File: config.mk
export PLATFORM = sky130hd
export DESIGN_NAME = mux9_rr_collector
export DESIGN_NICKNAME = d
export VERILOG_FILES = /design/src/rtl/mux9_rr_collector.sv
export SDC_FILE = /design/constraint.sdc
export NUM_CORES = 1
export LEC_CHECK = 0
export CORE_UTILIZATION = 40
export CTS_BUF_LIST = sky130_fd_sc_hd__clkbuf_8
export CTS_CLUSTER_DIAMETER = 200
export DETAILED_ROUTE_END_ITERATION = 10
export PLACE_DENSITY_LB_ADDON = 0.1
export REMOVE_ABC_BUFFERS = 1
export SYNTH_ARGS = -nofsm -noshare
export SYNTH_HDL_FRONTEND = slang
export SYNTH_SLANG_ARGS = --single-unit
export TNS_END_PERCENT = 100
File: constraint.sdc
create_clock -name clk -period 7 [get_ports clk]
set_input_delay 0.7 -clock clk [delete_from_list [all_inputs] [get_ports clk]]
set_output_delay 0.7 -clock clk [all_outputs]
set_load 0.01 [all_outputs]
File: src/rtl/mux9_rr_collector.sv
// Round-robin 9-to-1 collector: arbitrates nine request lanes onto one registered
// valid/ready stream, tagging each word with its lane index. Define MUX9_STATS_EN to add xfer_count.
module mux9_rr_collector #(
  parameter int unsigned W = 1
) (
  input  logic           clk,
  input  logic           rst,
  input  logic [8:0]     req,
  input  logic [9*W-1:0] din,
  output logic [8:0]     grant,
  output logic           out_valid,
  input  logic           out_ready,
  output logic [W-1:0]   out_data,
  output logic [3:0]     out_sel
`ifdef MUX9_STATS_EN
  ,
  output logic [15:0]    xfer_count
`endif
);

  localparam int unsigned LANES = 9;

  typedef enum logic {EMPTY, FULL} state_t;

  state_t         r_state;
  logic [3:0]     r_ptr;
  logic [W-1:0]   r_data;
  logic [3:0]     r_sel;
  logic           w_load;
  logic           w_found;
  logic [3:0]     w_idx;

  assign w_load = (r_state == EMPTY) || out_ready;

  // First requesting lane at or after ptr, wrapping past lane 8.
  always_comb begin
    w_found = 1'b0;
    w_idx   = 4'd0;
    for (int unsigned i = 0; i < LANES; i++) begin
      int unsigned j;
      j = 32'(r_ptr) + i;
      if (j >= LANES) j = j - LANES;
      if (!w_found && req[j]) begin
        w_found = 1'b1;
        w_idx   = 4'(j);
      end
    end
  end

  assign grant = (w_load && w_found && !rst) ? (9'(1) << w_idx) : 9'd0;

  always_ff @(posedge clk) begin
    if (rst) begin
      r_state <= EMPTY;
      r_ptr   <= 4'd0;
      r_data  <= '0;
      r_sel   <= 4'd0;
    end else if (w_load) begin
      if (w_found) begin
        r_state <= FULL;
        r_data  <= din[int'(w_idx)*W +: W];
        r_sel   <= w_idx;
        r_ptr   <= (w_idx == 4'd8) ? 4'd0 : w_idx + 4'd1;
      end else begin
        r_state <= EMPTY;
      end
    end
  end

  assign out_valid = (r_state == FULL);
  assign out_data  = r_data;
  assign out_sel   = r_sel;

`ifdef MUX9_STATS_EN
  logic [15:0] r_xfer_count;

  // Counts consumed words; wraps naturally at 16 bits.
  always_ff @(posedge clk) begin
    if (rst) begin
      r_xfer_count <= 16'd0;
    end else if (out_valid && out_ready) begin
      r_xfer_count <= r_xfer_count + 16'd1;
    end
  end

  assign xfer_count = r_xfer_count;
`endif

endmodule

==> out/results.txt, run 1 <==
Status: complete, no violations
DR DRC count: 0
Antenna-violating nets left: 0
Cell with the largest stage delay on the worst path: or4b_1
Crit path max fanout: 12
CTS Hold Bufs: 0
Die X: 108 µm
Top cell by count, worst path: nor2_1
Critical path required time: 6.30 ns
Ys flop type: dfxtp_1
Core area: 0.0108 mm²
Clock root buffer: clkbuf_8
Routed WL: 17,300 µm
Sequential area share after synthesis: 4.49%
Unique cell type count in the Yosys netlist: 95
Post-synthesis area per instance: 7.06 µm²
Clock Sinks: 10
Pre-antenna DRT Iters: 6
Initial DRC Count: 519
Max-slew violations: 0
Worst hold-check path type: register to register
Switching portion of total power: 57.9%
Reg clk slew, reported paths: 0.05 ns
WP buf/inv: 3
Number of diodes: 0
Final min period: 6.58 ns
First-pass GRT wire length: 26,700 µm
CP delay by family, top: simple AND/OR/NAND/NOR gates
Design internal power: 1.18 mW
Final setup vio count: 0
Comb pwr share: 94.3%
Max_slew headroom: 43.9%
Input/output buffers: 35
Die area: 0.0116 mm²
Clk_lat worst skew: 0.23 ns
CP cell instances: clkinvlp_4 > ha_1 > a221o_1 > a221oi_1 > a2111oi_0 > o221ai_1 > nand3_1 > a2111oi_4 > nand3_4 > or4b_1 > nor2_1 > a31oi_2 > buf_4 > or2_1 > nor2_1 > and2_1 > clkdlybuf4s50_1
Critical Path Max Stage Delay: 0.71 ns
CP arrival: 5.88 ns
Largest net degree at the start of global routing: 60
Initial antenna violation count: 0
Max clock buf depth: 2
Core Rows: 38
Max frequency: 152 MHz
Leakage: 1.99 nW
Utilization after layout: 47.0%
VDD IR max: 0.000338 V
Post-Syn Area: 0.00446 mm²
RSZ-0062 raised after global routing: no
Flops & latches, synth: 10
Number of synthesized flops with an enable pin: 0
I/O pin cnt: 36
Effective utilization at floorplan: 41.2%
HPWL after DPL: 13,300 µm
Element type at the critical path start: register
Crit. End Element: output pin
Share of cells above drive strength 1: 13.8%
Crit Path Category: register to output pin
Fill cells: 1,102
Placed cell area: 0.00503 mm²
Area Growth Syn to Fin: 14.2%
Slew @ Worst Pin: 0.835 ns
Die Y: 108 µm
Total GRT Usage: 29.8%
Total grt overflow: 0
Final setup TNS: 0 ns
Syn. warnings: 0
Final worst-path setup slack: 0.421 ns
Seq pwr share: 3.1%
Vias per cell: 6.68
Final worst-path cycle share: 94.0%
GPL Wtd Cong: 1.02
Psw: 1.62 mW
Clk network pwr share: 2.6%
Async SR Flop Fraction: 0%
MaxCap Viol Count: 0
Layout Nets: 705
Drt wl/cell: 21.8 µm
Fin. Hold Viols: 0
CTS Buf Count: 3
Pwr dens: 548 mW/mm²
Cells after Synth: 632
Vias in the first global route: 4,833
Vias: 5,300
Layout Skew: 0.00259 ns
DP Worst Slack: 0.708 ns
H-tree depth: 1
Fin area: 0.00509 mm²
CTS tree: yes
==> cells in the final DEF (no fill, tap or decap), types with 13 or more instances in the layout <==
cell             Yosys  layout
and2_1              16      16
nand3_1             17      17
ha_1                29      29
nor2_1              53      53
nand2b_1            17      17
xnor2_1             14      14
o21ai_0             29      29
nand2_1             45      45
a21oi_1             38      38
nor3_1              24      24
inv_1               14      13
mux2i_1             26      26
clkdlybuf4s50_1      0      35
a211oi_1            13      13
buf_4                3      33
==> cell usage after synthesis (8+ instances only) <==
master / n / share of area, %
nand2_1: 45 / 3.8
nor2b_1: 10 / 1.4
o22ai_1: 12 / 1.7
o21ai_0: 29 / 3.3
or3_1: 8 / 1.1
a21oi_1: 38 / 4.3
buf_2: 15 / 1.7
o211ai_1: 10 / 1.7
inv_1: 14 / 1.2
a21o_1: 10 / 1.7
a22oi_1: 9 / 1.5
mux2_2: 9 / 2.3
nand3_1: 17 / 1.9
or2_2: 9 / 1.3
clkbuf_1: 27 / 2.3
xnor2_1: 14 / 2.7
mux2i_1: 26 / 5.8
a21boi_0: 11 / 1.9
nor3_1: 24 / 2.7
dfxtp_1: 10 / 4.5
and3_1: 8 / 1.1
a211oi_1: 13 / 2.2
and2_1: 16 / 2.2
ha_1: 29 / 8.1
nor2_1: 53 / 4.5
a31oi_1: 9 / 1.3
nand2b_1: 17 / 2.4
==> worst register-to-register path, stage by stage (launching register included) <==
cell and delay, ns:
dfxtp_1 0.37, clkinvlp_4 0.30, ha_1 0.44, a221o_1 0.47, a221oi_1 0.35, a2111oi_0 0.14
o221ai_1 0.43, nand3_1 0.25, a2111oi_4 0.42, nand3_4 0.19, or4b_1 0.71, a31oi_2 0.42
inv_1 0.12, ha_1 0.25, inv_1 0.12, a21oi_1 0.08, a221oi_1 0.36
==> registers in the layout (all words and copies together) (netlist names) <==
register,cells
out_sel,4
r_ptr,4
out_data,1
out_valid,1
==> per-stage QoR <==
| stage | hold slack (ns) | std cells | power (mW) |
|---|---|---|---|
| 3_3_place_gp | 0.478 | 790 | 2.66 |
| 2_1_floorplan | 0.512 | 581 | 1.90 |
| 6_report | 0.497 | 794 | 2.79 |
| 4_1_cts | 0.504 | 794 | 2.74 |
| 5_1_grt | 0.521 | 794 | 3.01 |
| 3_5_place_dp | 0.487 | 790 | 2.65 |
==> layout make-up <==
| cell class | instances | area, µm² | share of cell area [%] |
|---|---|---|---|
| multi-input combinational | 555 | 3980 | 78.1 |
| timing repair buffer | 69 | 618 | 12.1 |
| sequential | 10 | 201 | 3.95 |
| tap | 140 | 175 | 3.44 |
| inverter | 16 | 63.8 | 1.25 |
| clock buffer | 4 | 55.1 | 1.08 |
==> path summary, 6_finish.rpt <==
kind | to | slack, ns | start | cells after the start
worst max-delay path | grant[3] | 0.42 | r_ptr[2]$_SDFFE_PP0P_ | 17
worst min-delay path | out_sel[2]$_SDFFE_PP0P_ | 0.50 | out_sel[2]$_SDFFE_PP0P_ | 2
worst max register to register | r_ptr[3]$_SDFFE_PP0P_ | 1.46 | r_ptr[2]$_SDFFE_PP0P_ | 16
worst min register to register | out_sel[2]$_SDFFE_PP0P_ | 0.50 | out_sel[2]$_SDFFE_PP0P_ | 2
==> power by group through the flow <==
stage / Combinational (mW) / Clock [mW] / Sequential [mW]
finish: 2.63 / 0.0717 / 0.0879
global route: 2.85 / 0.0764 / 0.0900
CTS: 2.58 / 0.0740 / 0.0873
detailed placement: 2.56 / 0 / 0.0882
global placement: 2.57 / 0 / 0.0884
floorplan: 1.77 / 0 / 0.137
==> cells by family (layout without fill, tap and decap cells) <==
kind of cell | Yosys count | in the layout | share of synthesized area [%]
DFF | 10 | 10 | 4.49
muxes | 36 | 36 | 8.61
AOI/OAI and AO/OA | 223 | 223 | 38.0
adders and majority gates | 29 | 29 | 8.13
buffers and inverters | 67 | 89 | 6.31
and+or+nand+nor | 245 | 245 | 29.6
xor gates and xnor gates | 22 | 22 | 4.80
==> metal layers <==
metal	global-route usage, %	up-vias	routed length [µm]
met2	50.0	296	8040
met3	1.88	49	1430
met4	12.9	0	675
met5	0	-	0
met1	39.1	2504	7190
li1	-	2451	-
==> repair_timing <==
action,in CTS,in global routing
setup endpoints to repair,0,1
setup buffers,0,0
gates resized for setup,0,2
No activity file was read; power rests on OpenSTA's default activity.
==> inputs of run 2 (changes only) <==
Settings changed: CORE_UTILIZATION 40 to 62.
==> run 2 against run 1 <==
- count of clock-buffer cells in the layout is the same
- total power shrank 2.7%
- fmax shrank 2.1%
- non-clock buffer count shrank 18
- cell area shrank 3.9%
- wire length shrank 6.3%
- largest cell class unchanged
- largest power group unchanged
==> out/results.txt, run 2 (synthesized netlist as in run 1, its figures left out) <==
Uppermost routed layer: met4
Input/output buffers: 35
Reg2reg start: r_ptr[1]$_SDFFE_PP0P_
Vias in the first global route: 4,870
Drt wl/cell: 22.2 µm
Most frequent cells in the layout: nor2_1 (53), nand2_1 (45), a21oi_1 (38)
CTS tree: yes
Worst hold-check path type: register to register
Routed wl met2: 7040 µm
Fin. Hold Viols: 0
Commonest non-fill, non-tap cell in the layout: nor2_1
Core area: 0.00687 mm²
Element type at the critical path start: register
Number of diodes: 0
Crit Path Category: register to output pin
First-pass GRT wire length: 25,100 µm
Critical path required time: 6.30 ns
Hold path startpoint: out_data$_SDFFE_PP0P_
Clock root buffer: clkbuf_8
Max clock buf depth: 2
Crit path max fanout: 15
Pwr dens: 555 mW/mm²
H-tree depth: 1
RSZ-0062 raised after global routing: no
Status: complete, no violations
Final worst-path cycle share: 96.0%
Critical path origin: r_ptr[1]$_SDFFE_PP0P_
Routed WL: 16,300 µm
Max frequency: 149 MHz
Share of cells above drive strength 1: 11.3%
Layout Skew: 0.00748 ns
Post-Route M1 WL: 6410 µm
Die Y: 86.8 µm
Vias per cell: 7.36
Crit. End Element: output pin
Final min period: 6.72 ns
GPL Wtd Cong: 1.07
Final setup vio count: 0
Total GRT Usage: 42.7%
CTS Buf Count: 3
Reg clk slew, reported paths: 0.05 ns
Antenna-violating nets left: 0
Area Growth Syn to Fin: 9.70%
Clock Sinks: 10
Die X: 86.8 µm
Fill cells: 597
Max_slew headroom: 48.4%
Final setup TNS: 0 ns
Largest net degree at the start of global routing: 51
Initial antenna violation count: 0
Pre-antenna DRT Iters: 7
I/O pin cnt: 36
Hold Slack: 0.502 ns
Total grt overflow: 0
Vias: 5,384
CP arrival: 6.02 ns
Met3 Wirelength: 2180 µm
VDD IR max: 0.000406 V
Clk_lat worst skew: 0.24 ns
Leakage: 1.90 nW
Max-slew violations: 0
Layout Nets: 687
DR DRC count: 0
Initial DRC Count: 724
Effective utilization at floorplan: 65.0%
Die area: 0.00754 mm²
Slew @ Worst Pin: 0.769 ns
MaxCap Viol Count: 0
HPWL after DPL: 11,900 µm
Core Rows: 30
run 2: cell types whose count changed in the layout (fill, tap and decap cells not counted), sizes merged:
cell / delta
buf: -18
inv: -1
clkinvlp: +1
run 2: what timing repair did:
item | CTS | global route
endpoints found under the setup margin | 0 | 1
gates resized for setup | 0 | 2
setup buffers | 0 | 0
hold buffers | 0 | 0
run 2: metrics by stage:
stage	setup WS, ns	power, mW	std cells	util, %	area, µm²
2_1_floorplan	0.219	1.90	581	-	4240
3_3_place_gp	0.866	2.49	728	70.3	4830
3_5_place_dp	0.712	2.53	728	70.3	4830
4_1_cts	0.459	2.63	732	71.1	4890
5_1_grt	0.00682	2.90	732	71.3	4890
6_report	0.277	2.72	732	71.3	4890
run 2: worst paths after layout:
path | to | slack (ns) | cells after the start
worst max-delay path | grant[7] | 0.28 | 16
worst min-delay path | out_data$_SDFFE_PP0P_ | 0.50 | 2
worst max register to register | r_ptr[3]$_SDFFE_PP0P_ | 1.25 | 17
worst min register to register | out_data$_SDFFE_PP0P_ | 0.50 | 2
run 2: layout make-up:
cell class	count	area (µm²)	share of cell area, %
multi-input combinational	555	3980	81.3
inverter	16	67.6	1.38
clock buffer	4	55.1	1.12
tap	96	120	2.45
sequential	10	201	4.12
timing repair buffer	51	470	9.61
run 2: worst max-delay path: stages, from the launching register on:
cell and delay (ns):
dfxtp_1 0.38, clkinvlp_4 0.33, ha_1 0.52, buf_4 0.26, nor2b_1 0.37, xnor3_1 0.24
o22ai_1 0.08, a32oi_1 0.37, o21ai_1 0.25, a2111oi_4 0.54, nand3_4 0.17, or4b_1 0.70
a31oi_2 0.42, ha_1 0.24, ha_1 0.15, nor3b_1 0.18, clkdlybuf4s50_1 0.56
run 2: report_power, final:
part           internal, mW  leakage [nW]  total (mW)  switching, mW
logic                 0.993          1.79        2.55           1.56
clock network        0.0494        0.0288      0.0717         0.0222
registers            0.0765        0.0828      0.0978         0.0213
run 2: per-layer routing:
layer / vias up / GRT usage, %
met5: - / 0
met4: 0 / 18.9
met3: 73 / 8.19
met2: 449 / 65.9
met1: 2453 / 57.5
li1: 2409 / -
==> inputs of run 3 (changes only) <==
Settings changed: PLACE_DENSITY set to 0.83, PLACE_DENSITY_LB_ADDON 0.1 to not set.
==> run 3 against run 2 <==
- sequential share of layout area barely moved
- via count fell by 1.3%
- register-to-register slack improved by 0.05 ns
- first-iteration DRC count fell by 11%
- total power rose by 0.95%
- worst hold slack improved by 0.0013 ns
- worst setup slack got worse by 0.085 ns
- combinational power barely moved
- non-clock buffer count rose by 4
- wire length fell by 1.6%
==> out/results.txt, run 3 (synthesized netlist as in run 1, its figures left out) <==
Vias: 5,314
GPL Wtd Cong: 1.04
Core Rows: 30
Number of diodes: 0
Reg clk slew, reported paths: 0.05 ns
DR DRC count: 0
Reg2reg start: r_ptr[1]$_SDFFE_PP0P_
Initial antenna violation count: 0
Crit Path Category: register to output pin
Met3 Wirelength: 1800 µm
Final worst-path cycle share: 97.3%
Reg2Reg Setup Slack: 1.30 ns
Total GRT Usage: 41.9%
Area Growth Syn to Fin: 10.3%
VDD IR max: 0.000486 V
Die area: 0.00754 mm²
Vias in the first global route: 4,803
Die X: 86.8 µm
Worst hold-check path type: register to register
Critical path required time: 6.30 ns
Drt wl/cell: 21.7 µm
Max clock buf depth: 2
Crit path max fanout: 15
DP Worst Slack: 0.646 ns
Pre-antenna DRT Iters: 6
Total grt overflow: 0
Initial DRC Count: 645
Fill cells: 603
CTS tree: yes
Element type at the critical path start: register
Input/output buffers: 35
Final setup TNS: 0 ns
CTS Buf Count: 3
Core area: 0.00687 mm²
I/O pin cnt: 36
Reg2reg end: r_ptr[3]$_SDFFE_PP0P_
Max frequency: 147 MHz
Effective utilization at floorplan: 65.0%
Uppermost routed layer: met4
Slew @ Worst Pin: 0.845 ns
Clock root buffer: clkbuf_8
Layout Nets: 691
Largest net degree at the start of global routing: 48
CP arrival: 6.11 ns
Routed WL: 16,000 µm
Status: complete, no violations
Antenna-violating nets left: 0
Multi-input gate area: 0.00398 mm²
Share of cells above drive strength 1: 11.7%
Max-slew violations: 0
Most frequent cells in the layout: nor2_1 (53), nand2_1 (45), a21oi_1 (38)
R2R depth: 18
Worst setup path endpoint: grant[7]
Final worst-path setup slack: 0.191 ns
Pwr dens: 558 mW/mm²
Final setup vio count: 0
Critical path origin: r_ptr[1]$_SDFFE_PP0P_
Routed wl met2: 6980 µm
H-tree depth: 1
Post-Route M1 WL: 6360 µm
Layout Skew: 0.00465 ns
Vias per cell: 7.22
Clk_lat worst skew: 0.24 ns
Storage cell area: 201 µm²
HPWL after DPL: 11,900 µm
RSZ-0062 raised after global routing: no
Fin. Hold Viols: 0
Die Y: 86.8 µm
CTS Hold Bufs: 0
Commonest non-fill, non-tap cell in the layout: nor2_1
First-pass GRT wire length: 24,600 µm
Max_slew headroom: 43.2%
Crit. End Element: output pin
Clock Sinks: 10
Leakage: 1.92 nW
Final min period: 6.81 ns
MaxCap Viol Count: 0
==> run 3: timing repair <==
item | 4_1_cts | 5_1_grt
buffers inserted | 0 | 0
resized for setup | 0 | 1
setup endpoints to repair | 0 | 4
==> run 3: final cells by class <==
class | instances | share of cell area, %
clock buffers | 4 | 1.12
inverters | 16 | 1.30
multi-input cells | 555 | 80.9
flip-flops and latches | 10 | 4.09
well taps | 96 | 2.44
repair buffers | 55 | 10.2
==> run 3: worst min path at each step <==
stage                       startpoint  slack, ns  cells after the start                 endpoint
6_report       out_sel[1]$_SDFFE_PP0P_       0.50                      2  out_sel[1]$_SDFFE_PP0P_
3_3_place_gp   out_sel[2]$_SDFFE_PP0P_       0.47                      2  out_sel[2]$_SDFFE_PP0P_
4_1_cts        out_sel[1]$_SDFFE_PP0P_       0.50                      2  out_sel[1]$_SDFFE_PP0P_
5_1_grt          out_data$_SDFFE_PP0P_       0.52                      2    out_data$_SDFFE_PP0P_
3_5_place_dp   out_sel[2]$_SDFFE_PP0P_       0.48                      2  out_sel[2]$_SDFFE_PP0P_
2_1_floorplan   out_valid$_SDFFE_PP0P_       0.51                      2   out_valid$_SDFFE_PP0P_
==> run 3: stage by stage <==
| step | utilization [%] | hold WS [ns] | instances | instance area (µm²) | total power, mW |
|---|---|---|---|---|---|
| floorplan | - | 0.512 | 581 | 4240 | 1.90 |
| finish | 71.6 | 0.504 | 736 | 4920 | 2.74 |
| global placement | 70.8 | 0.468 | 732 | 4860 | 2.50 |
| detailed placement | 70.8 | 0.484 | 732 | 4860 | 2.57 |
| CTS | 71.6 | 0.499 | 736 | 4920 | 2.66 |
| global route | 71.6 | 0.516 | 736 | 4920 | 2.91 |
==> run 3: metal layers <==
layer,vias up,GRT usage [%]
met4,0,24.4
li1,2414,-
met1,2455,54.8
met3,82,8.38
met5,-,0
met2,363,63.5
==> run 3: critical path, stage by stage, from the launching register on <==
cell and delay, ns:
dfxtp_1 0.44, inv_1 0.23, buf_4 0.23, ha_1 0.17
buf_4 0.20, or3b_2 0.49, a21o_1 0.29, a211oi_2 0.57
nor3b_1 0.21, or3_1 0.41, and3_1 0.28, or3_1 0.35
a21o_1 0.20, a221o_1 0.33, a31o_4 0.28, inv_2 0.11
ha_1 0.19, ha_1 0.14, nor3b_1 0.18, clkdlybuf4s50_1 0.56
==> run 3: report_power, final <==
part | switching [mW] | internal, mW
Clock | 0.0221 | 0.0494
Sequential | 0.0235 | 0.0766
Combinational | 1.57 | 0.999
